$ cat config.mk
export PLATFORM = sky130hd
export DESIGN_NAME = mux_rr_arbiter
export DESIGN_NICKNAME = d
export VERILOG_FILES = /design/src/rtl/mux_arb_pkg.sv /design/src/rtl/rr_pick.sv /design/src/rtl/mux_rr_arbiter.sv
export SDC_FILE = /design/constraint.sdc
export NUM_CORES = 1
export LEC_CHECK = 0
export CAP_MARGIN = 20
export CORE_AREA = 2 2 39 41
export CTS_CLUSTER_DIAMETER = 150
export DETAILED_ROUTE_END_ITERATION = 6
export DIE_AREA = 0 0 41 43
export SLEW_MARGIN = 20
export SYNTH_ARGS = -nofsm -noshare
export SYNTH_HDL_FRONTEND = slang
export SYNTH_SLANG_ARGS = --single-unit
export TNS_END_PERCENT = 5
$ cat constraint.sdc
create_clock -name clk -period 1.7 [get_ports clk]
set_input_delay 0.34 -clock clk [delete_from_list [all_inputs] [get_ports clk]]
set_output_delay 0.34 -clock clk [all_outputs]
set_load 0.02 [all_outputs]
$ cat src/rtl/mux_arb_pkg.sv
// Shared constants, state type and helpers for the round-robin grant arbiter.
package mux_arb_pkg;

  localparam int NUM_REQ = 4;
  localparam int SEL_W   = 2;
  localparam int CNT_W   = 4;

  typedef enum logic {
    IDLE  = 1'b0,
    GRANT = 1'b1
  } arb_state_e;

  function automatic logic [NUM_REQ-1:0] onehot(input logic [SEL_W-1:0] k);
    return NUM_REQ'(1) << k;
  endfunction

endpackage

$ cat src/rtl/rr_pick.sv
// Combinational round-robin search: first set req bit starting at ptr, wrapping mod NUM_REQ.
module rr_pick
  import mux_arb_pkg::*;
(
  input  logic [NUM_REQ-1:0] req,
  input  logic [SEL_W-1:0]   ptr,
  output logic [SEL_W-1:0]   idx,
  output logic               found
);

  logic [SEL_W-1:0]   w_cand [NUM_REQ];
  logic [NUM_REQ-1:0] w_rot;

  // w_rot[gi] is the request that sits gi places after ptr in search order
  genvar gi;
  generate
    for (gi = 0; gi < NUM_REQ; gi++) begin : g_rot
      assign w_cand[gi] = ptr + SEL_W'(gi);
      assign w_rot[gi]  = req[w_cand[gi]];
    end
  endgenerate

  always_comb begin
    idx   = ptr;
    found = 1'b0;
    for (int i = NUM_REQ - 1; i >= 0; i--) begin
      if (w_rot[i]) begin
        idx   = w_cand[i];
        found = 1'b1;
      end
    end
  end

endmodule

$ cat src/rtl/mux_rr_arbiter.sv
// Round-robin arbiter producing registered one-hot gnt, mux sel and busy.
// Optional per-owner burst limit compiled in with ARB_BURST_LIMIT_EN.
module mux_rr_arbiter
  import mux_arb_pkg::*;
#(
  parameter int MAX_BURST = 4
) (
  input  logic               clk,
  input  logic               rst,
  input  logic [NUM_REQ-1:0] req,
  output logic [NUM_REQ-1:0] gnt,
  output logic [SEL_W-1:0]   sel,
  output logic               busy
);

  generate
    if (MAX_BURST < 1 || MAX_BURST > 15) begin : g_bad_burst
      $error("MAX_BURST must be in 1..15");
    end
  endgenerate

  arb_state_e         r_state, w_state_next;
  logic [SEL_W-1:0]   r_ptr, w_ptr_next;
  logic [SEL_W-1:0]   r_sel, w_sel_next;
  logic [NUM_REQ-1:0] r_gnt, w_gnt_next;
  logic               r_busy, w_busy_next;
  logic [SEL_W-1:0]   w_pick_idx;
  logic               w_pick_found;
  logic               w_limit_hit;
  logic               w_rearb;

`ifdef ARB_BURST_LIMIT_EN
  logic [CNT_W-1:0] r_cnt, w_cnt_next;
  assign w_limit_hit = (r_cnt >= CNT_W'(MAX_BURST));
`else
  assign w_limit_hit = 1'b0;
`endif

  rr_pick u_pick (
    .req   (req),
    .ptr   (r_ptr),
    .idx   (w_pick_idx),
    .found (w_pick_found)
  );

  always_ff @(posedge clk) begin
    if (rst) begin
      r_state <= IDLE;
      r_ptr   <= '0;
      r_sel   <= '0;
      r_gnt   <= '0;
      r_busy  <= 1'b0;
`ifdef ARB_BURST_LIMIT_EN
      r_cnt   <= '0;
`endif
    end else begin
      r_state <= w_state_next;
      r_ptr   <= w_ptr_next;
      r_sel   <= w_sel_next;
      r_gnt   <= w_gnt_next;
      r_busy  <= w_busy_next;
`ifdef ARB_BURST_LIMIT_EN
      r_cnt   <= w_cnt_next;
`endif
    end
  end

  // ptr already points past the owner, so the owner itself is searched last
  assign w_rearb = (r_state == IDLE) || !req[r_sel] || w_limit_hit;

  always_comb begin
    w_state_next = r_state;
    w_ptr_next   = r_ptr;
    w_sel_next   = r_sel;
    w_gnt_next   = r_gnt;
    w_busy_next  = r_busy;
`ifdef ARB_BURST_LIMIT_EN
    w_cnt_next   = r_cnt;
`endif
    if (w_rearb) begin
      if (w_pick_found) begin
        w_state_next = GRANT;
        w_sel_next   = w_pick_idx;
        w_ptr_next   = w_pick_idx + SEL_W'(1);
        w_gnt_next   = onehot(w_pick_idx);
        w_busy_next  = 1'b1;
`ifdef ARB_BURST_LIMIT_EN
        w_cnt_next   = CNT_W'(1);
`endif
      end else begin
        w_state_next = IDLE;
        w_gnt_next   = '0;
        w_busy_next  = 1'b0;
`ifdef ARB_BURST_LIMIT_EN
        w_cnt_next   = '0;
`endif
      end
    end else begin
`ifdef ARB_BURST_LIMIT_EN
      if (r_cnt != {CNT_W{1'b1}}) begin
        w_cnt_next = r_cnt + CNT_W'(1);
      end
`endif
    end
  end

  always_comb begin
    gnt  = r_gnt;
    sel  = r_sel;
    busy = r_busy;
  end

endmodule

# Word-level counts from Yosys, hierarchy flattened
# Cells that the tools add are included.
dict set report totals {
  register_bits 9
  elab_cells 38
  inputBits 6
}
dict set report classes {
  magnitude_cmp 5
  bitwise 1
  n_addsub 4
  mux 20
  reduce_logical 3
  shift 1
}
# cell count
set op_table {}
lappend op_table {{2-bit by 3-bit less-than comparator with 1-bit output, second input constant} 5}
lappend op_table {{1-bit binary-select mux with 2-bit select} 5}
lappend op_table {{1-bit 2-to-1 mux} 10}
lappend op_table {{2-bit 2-to-1 mux} 4}
lappend op_table {{2-bit by 1-bit adder with 2-bit output, second input constant} 2}
lappend op_table {{2-bit adder, second input constant} 2}
lappend op_table {{4-bit 2-to-1 mux} 1}
lappend op_table {{1-bit by 2-bit << shifter with 4-bit output, first input constant} 1}
lappend op_table {{2-bit AND reduction} 1}
lappend op_table {{1-bit logical NOT} 1}
lappend op_table {{1-bit logical OR} 1}
lappend op_table {{1-bit NOT} 1}

# Longest topological paths before layout
# Gate-level depths: netlist of the first run.
dict set report depth {
  depth_word 9
  mapped_depth 5
}

# Modules after synthesis
# Synthesis of the first run repeated with hierarchy kept, for this count alone.
dict set report hier_totals {
  cells_unflattened 64
  hier_area_um2 538.0
}
# module cells_each area_per_inst_um2 seq_area_each_um2 n_inst
set by_module_without_submodules {}
lappend by_module_without_submodules {mux_rr_arbiter 48 437.9 180.2 1}
lappend by_module_without_submodules {rr_pick 16 100.1 0.0 1}

# Worst setup path before layout of the first run
# Ideal clock, no wire load.
dict set report synth_path {
  kind {reg-to-reg}
  start {register r_sel[0], in the netlist sel[0]}
  end {register r_gnt[2], in the netlist gnt[2]}
  n_path_buf 0
  t_arrival_ps 1607
  path_slack_ps 0
  required_time_ps 1608
  period_less_slack_ps 1700
  path_stages_with_launch 5
  path_cell_list {dfxtp_1 mux4_2 a22oi_4 nand2_2 o32ai_1}
}
dict set report synth_via {
  elab_chain_cells 4
}
# item line
set synth_lines {}
lappend synth_lines {{start: declaration} mux_rr_arbiter.sv:24} ;# logic [SEL_W-1:0] r_sel, w_sel_next;
lappend synth_lines {{start signal: assignment} mux_rr_arbiter.sv:59} ;# r_sel <= w_sel_next;
lappend synth_lines {{1-bit binary-select mux with 2-bit select} mux_rr_arbiter.sv:69} ;# assign w_rearb = (r_state == IDLE) || !req[r_sel] || w_limit_hit;
lappend synth_lines {{1-bit 2-to-1 mux (not written as such)} mux_rr_arbiter.sv:69}
lappend synth_lines {{1-bit logical NOT} mux_rr_arbiter.sv:69}
lappend synth_lines {{1-bit logical OR} mux_rr_arbiter.sv:69}
lappend synth_lines {{end signal: assignment} mux_rr_arbiter.sv:60} ;# r_gnt <= w_gnt_next;
lappend synth_lines {{end: declaration} mux_rr_arbiter.sv:25} ;# logic [NUM_REQ-1:0] r_gnt, w_gnt_next;
# No other way between the ends. The select of a mux whose other input is x is not followed.
# A chain may end at the register's enable or synchronous reset.

# Final worst setup path of the first run
dict set report layout_path {
  start {register r_busy, in the netlist busy}
  end {output port busy}
}
# item line
set layout_lines {}
lappend layout_lines {{start: declaration} mux_rr_arbiter.sv:26} ;# logic r_busy, w_busy_next;
lappend layout_lines {{start signal: assignment} mux_rr_arbiter.sv:61} ;# r_busy <= w_busy_next;
lappend layout_lines {{end: declaration} mux_rr_arbiter.sv:13} ;# output logic busy
# No word-level cell between the ends.

==> results.txt, run 1 <==
- Result of the run: completed
- With fillers left out, the area of the finished cells amounts to 733 sq um.
- Core area: 0.00138 sq mm
- Synthesis warning total: 0
- Synthesis handed over a netlist of 49 instances.
- Kind of critical path: register to output pin
- The die is 41 um wide.
- Peak supply drop: 0.472 mV
* Endpoint, Worst Hold: gnt[1]
- The clock reaches the later pin of the worst-skew pair after 260 ps.
- The number of clock buffers added by TritonCTS is 3.
- Delay of the slowest critical-path stage: 630 ps
- For this configuration, the core starts out at a cell density of 34.4%.
* Number of hold-slack violations in the final timing report: 0
- A synthesized cell averages 9.70 sq um.
- Counting every net in the synthesized netlist gives 55.
- Final std cells w/o fill: 92
* R2R depth: 4
- Summing the areas of all fa, ha and maj instances in the mapped netlist gives 0% of the synthesized area.
* Startpoint of the most critical register-to-register path: sel[0]
- For this run, the post-layout net count is 83.
- Entering global routing, the biggest net connects 8 pins.
- Worst path bufs/invs: 1
* Max-slew headroom at the worst pin: 81.3%
* Number of inserted diodes: 0
* Worst Min Path Start: gnt[1]
- Critical Path End Type: output pin
- Hold WC Path Type: register to register
- For this block, the via count after detailed routing is 451.
- Of the total synthesized cell area, the portion taken by XOR and XNOR cells is 1.84%.
- Synth Cell Area: 475 sq um
* Syn-to-layout area delta: 54.2%
- TritonCTS clock tree: done
* Fill count: 124
* Row count: 14
- Post-route antenna net violation count: 0
- Including well taps, the total number of placed cells is 88.
* Congestion Overflow GR: 0
- On the final layout, the worst clock skew is 1.30 ps.
- Via count of the first global-routing pass: 460
- The final critical path takes up 96.1% of the cycle.
* Share of the synthesized area in compound gates (AO/OA/AOI/OAI): 25.3%
* Max-slew violation count: 0
- Total power density per cell area: 1010 mW/mm^2
- Setup slack of the critical path after layout: 66.3 ps
- Clock tree synthesis selected as its root buffer the cell sky130_fd_sc_hd__clkbuf_4.
- Unrepaired setup endpoints after global routing: yes
- The count of buffers added on input and output ports is 12.
- Of all nets on the critical path, the largest fanout is 3.
* Antenna violations before repair: 0
- Setup violations remaining at the end of the flow were counted as 0.
* Top-Level Pins: 13
- In this run the register-to-register setup slack is 90 ps.
- After synthesis the netlist holds a flip-flop and latch count of 9.
- In this run the number of H-tree levels came out at 1.
- Cell depth of the worst min-delay path: 2
- The synthesized netlist devotes 22.6% of its cell area to simple gates.
- Clock transition at the registers of the reported paths: 60 ps
- After the first detailed-routing iteration, the DRC count stood at 1.
* Largest family of logic cells by synthesized area: compound AO/OA/AOI/OAI gates
- Transition time at the pin with the least slew margin: 281 ps
- The kind of cell with the highest combined delay along the critical path is buffers and inverters.
- For this design, the CTS-stage hold fixing added 0 buffers.
- Clock tree synthesis found a total of 9 sinks.
* Drt wl/cell: 12.3 um
* Overall Global Routing Usage: 15.6%
- Reported leakage power: 0.335 nW
* Placer congestion estimate: 0.732
* Nature of the critical path startpoint: register
- # Max-Cap Violations: 0
* Count of unique library cells instantiated by Yosys: 25
- Post-placement worst setup slack: -345 ps
* Bufs on Longest Clock Path: 2
- Endpoint arrival time on the critical path: 1290 ps
- Ordered list of cells on the worst path: clkdlybuf4s50_1
- The first detailed-routing pass took 2 iterations.
- At the worst endpoint, the required time is 1360 ps.
- In this run the vertical extent of the chip is 43 um.
- Final period demand of the worst path: 1630 ps
* Seq/Total Area, Yosys: 37.9%
* Full die area: 0.00176 sq mm
* Multiplexer area fraction after synthesis: 6.84%
- Total length of routed wires: 1130 um
- Share of layout cells above drive strength 1: 28.9%
- After detailed routing, the number of vias per cell comes to 4.90.
* Worst r2r dst: gnt[2]
- The first global-routing pass estimated 1840 um of wire.
* Cell type of the slowest stage on the worst timing path: sky130_fd_sc_hd__clkdlybuf4s50_1
- Static timing analysis puts the maximum clock frequency at 612 MHz.
- Total placed instance area: 698 sq um
* DRC violation count after routing: 0
- Final HPWL DP: 850 um
[per-stage QoR]
step	util (%)	hold slack (ps)	TNS (ps)	total power [mW]
global placement	50.5	448	-2270	0.573
detailed placement	50.5	464	-2330	0.576
floorplan	-	497	0	0.442
finish	53.0	475	0	0.738
CTS	52.8	481	0	0.743
global route	53.0	496	-19.8	0.784
[power by group]
group | internal (mW) | switching [mW] | total (mW)
Sequential | 0.245 | 0.0300 | 0.275
Clock | 0.0905 | 0.0759 | 0.166
Combinational | 0.160 | 0.137 | 0.297
[cell families (layout without fill, tap and decap cells)]
| group | Yosys count | in the layout |
|---|---|---|
| simple gates | 18 | 18 |
| mux | 2 | 2 |
| xor+xnor | 1 | 1 |
| compound gates | 13 | 13 |
| flops | 9 | 9 |
| buf+inv | 6 | 33 |
[cell type report]
cell class / count / area (sq um) / share of cell area, %
Sequential cell: 9 / 180 / 24.6
Inverter: 5 / 18.8 / 2.56
Multi-Input combinational cell: 34 / 277 / 37.7
Timing Repair Buffer: 24 / 211 / 28.8
Tap cell: 16 / 20.0 / 2.73
Clock buffer: 4 / 26.3 / 3.58
[Yosys cell counts]
| master | n | share of area (%) |
|---|---|---|
| sky130_fd_sc_hd__dfxtp_1 | 9 | 38 |
| sky130_fd_sc_hd__inv_1 | 5 | 3.9 |
| sky130_fd_sc_hd__nor2_1 | 4 | 3.2 |
| sky130_fd_sc_hd__a21oi_1 | 3 | 3.2 |
| sky130_fd_sc_hd__a211oi_1 | 2 | 3.2 |
| sky130_fd_sc_hd__nand2_1 | 2 | 1.6 |
| sky130_fd_sc_hd__nand2b_1 | 2 | 2.6 |
| sky130_fd_sc_hd__nand3b_1 | 2 | 3.2 |
| sky130_fd_sc_hd__o22ai_1 | 2 | 2.6 |
| sky130_fd_sc_hd__o32ai_1 | 2 | 3.7 |
| sky130_fd_sc_hd__or2b_1 | 2 | 3.2 |
| sky130_fd_sc_hd__a21o_1 | 1 | 1.6 |
| sky130_fd_sc_hd__a221oi_4 | 1 | 5.5 |
| sky130_fd_sc_hd__a22oi_4 | 1 | 4.5 |
| sky130_fd_sc_hd__buf_4 | 1 | 1.6 |
| sky130_fd_sc_hd__mux2i_1 | 1 | 2.1 |
| sky130_fd_sc_hd__mux4_2 | 1 | 4.7 |
| sky130_fd_sc_hd__nand2_2 | 1 | 1.3 |
| sky130_fd_sc_hd__nand2b_2 | 1 | 1.8 |
| sky130_fd_sc_hd__nand4b_1 | 1 | 1.8 |
| sky130_fd_sc_hd__nor2_2 | 1 | 1.3 |
| sky130_fd_sc_hd__nor2b_1 | 1 | 1.3 |
| sky130_fd_sc_hd__o21ai_0 | 1 | 1.1 |
| sky130_fd_sc_hd__or3_1 | 1 | 1.3 |
| sky130_fd_sc_hd__xnor2_1 | 1 | 1.8 |
[worst register-to-register path: stages, from the launching register on]
cell and delay (ps):
sky130_fd_sc_hd__dfxtp_1 350, sky130_fd_sc_hd__mux4_2 560, sky130_fd_sc_hd__a22oi_4 290, sky130_fd_sc_hd__nand2_2 120
sky130_fd_sc_hd__o32ai_2 200
[cell usage in the layout (no fill, tap or decap)]
cell	instances
sky130_fd_sc_hd__mux4_2	1
sky130_fd_sc_hd__dlymetal6s2s_1	1
sky130_fd_sc_hd__inv_1	5
sky130_fd_sc_hd__a22oi_4	1
sky130_fd_sc_hd__o22ai_1	2
sky130_fd_sc_hd__clkbuf_4	3
sky130_fd_sc_hd__a211oi_1	2
sky130_fd_sc_hd__buf_4	11
sky130_fd_sc_hd__nand2_2	1
sky130_fd_sc_hd__nand2_1	2
sky130_fd_sc_hd__or2b_1	2
sky130_fd_sc_hd__clkbuf_1	1
sky130_fd_sc_hd__o32ai_1	1
sky130_fd_sc_hd__or3_1	1
sky130_fd_sc_hd__nor2b_1	1
sky130_fd_sc_hd__xnor2_1	1
sky130_fd_sc_hd__nor2_2	1
sky130_fd_sc_hd__nand2b_2	1
sky130_fd_sc_hd__a221oi_4	1
sky130_fd_sc_hd__dlygate4sd2_1	4
sky130_fd_sc_hd__clkdlybuf4s50_1	7
sky130_fd_sc_hd__o32ai_2	1
sky130_fd_sc_hd__nand4b_1	1
sky130_fd_sc_hd__nand2b_1	2
sky130_fd_sc_hd__nand3b_1	2
sky130_fd_sc_hd__a21oi_1	3
sky130_fd_sc_hd__a21o_1	1
sky130_fd_sc_hd__dfxtp_1	9
sky130_fd_sc_hd__buf_6	1
sky130_fd_sc_hd__mux2i_1	1
sky130_fd_sc_hd__nor2_1	4
sky130_fd_sc_hd__o21ai_0	1
[worst max-delay path by stage]
stage	startpoint	endpoint	slack [ps]	depth (start not counted)
3_3_place_gp	req[3]	gnt[2]	-320	5
5_1_grt	sel[0]	gnt[2]	-20	4
4_1_cts	sel[0]	sel[0]	20	2
3_5_place_dp	req[3]	gnt[2]	-340	5
2_1_floorplan	sel[0]	gnt[2]	0.5	4
6_report	busy	busy	70	1
[registers in the layout, indices dropped and copies added (netlist names)]
signal  cells
sel         2
r_ptr       2
busy        1
gnt         4
[metal layers]
metal | GRT usage [%] | up-vias | part of all wire (%)
li1 | - | 230 | -
met1 | 16.7 | 207 | 43
met2 | 25.6 | 12 | 49
met4 | 8.00 | 0 | 1.8
met3 | 5.24 | 2 | 5.8
met5 | 0 | - | 0
[repair_timing]
| action | CTS | global route |
|---|---|---|
| resized for setup | 6 | 1 |
| buffers inserted | 0 | 0 |
| setup endpoints to repair | 7 | 2 |
| pin swaps | 5 | 0 |
Note: power is estimated with default switching activity, not from simulation.
==> inputs of run 2 (changes only) <==
PLACE_DENSITY = 0.6   (was unset)
==> results of run 2 <==
Final layout, timing and power as in run 1 (identical DEF).
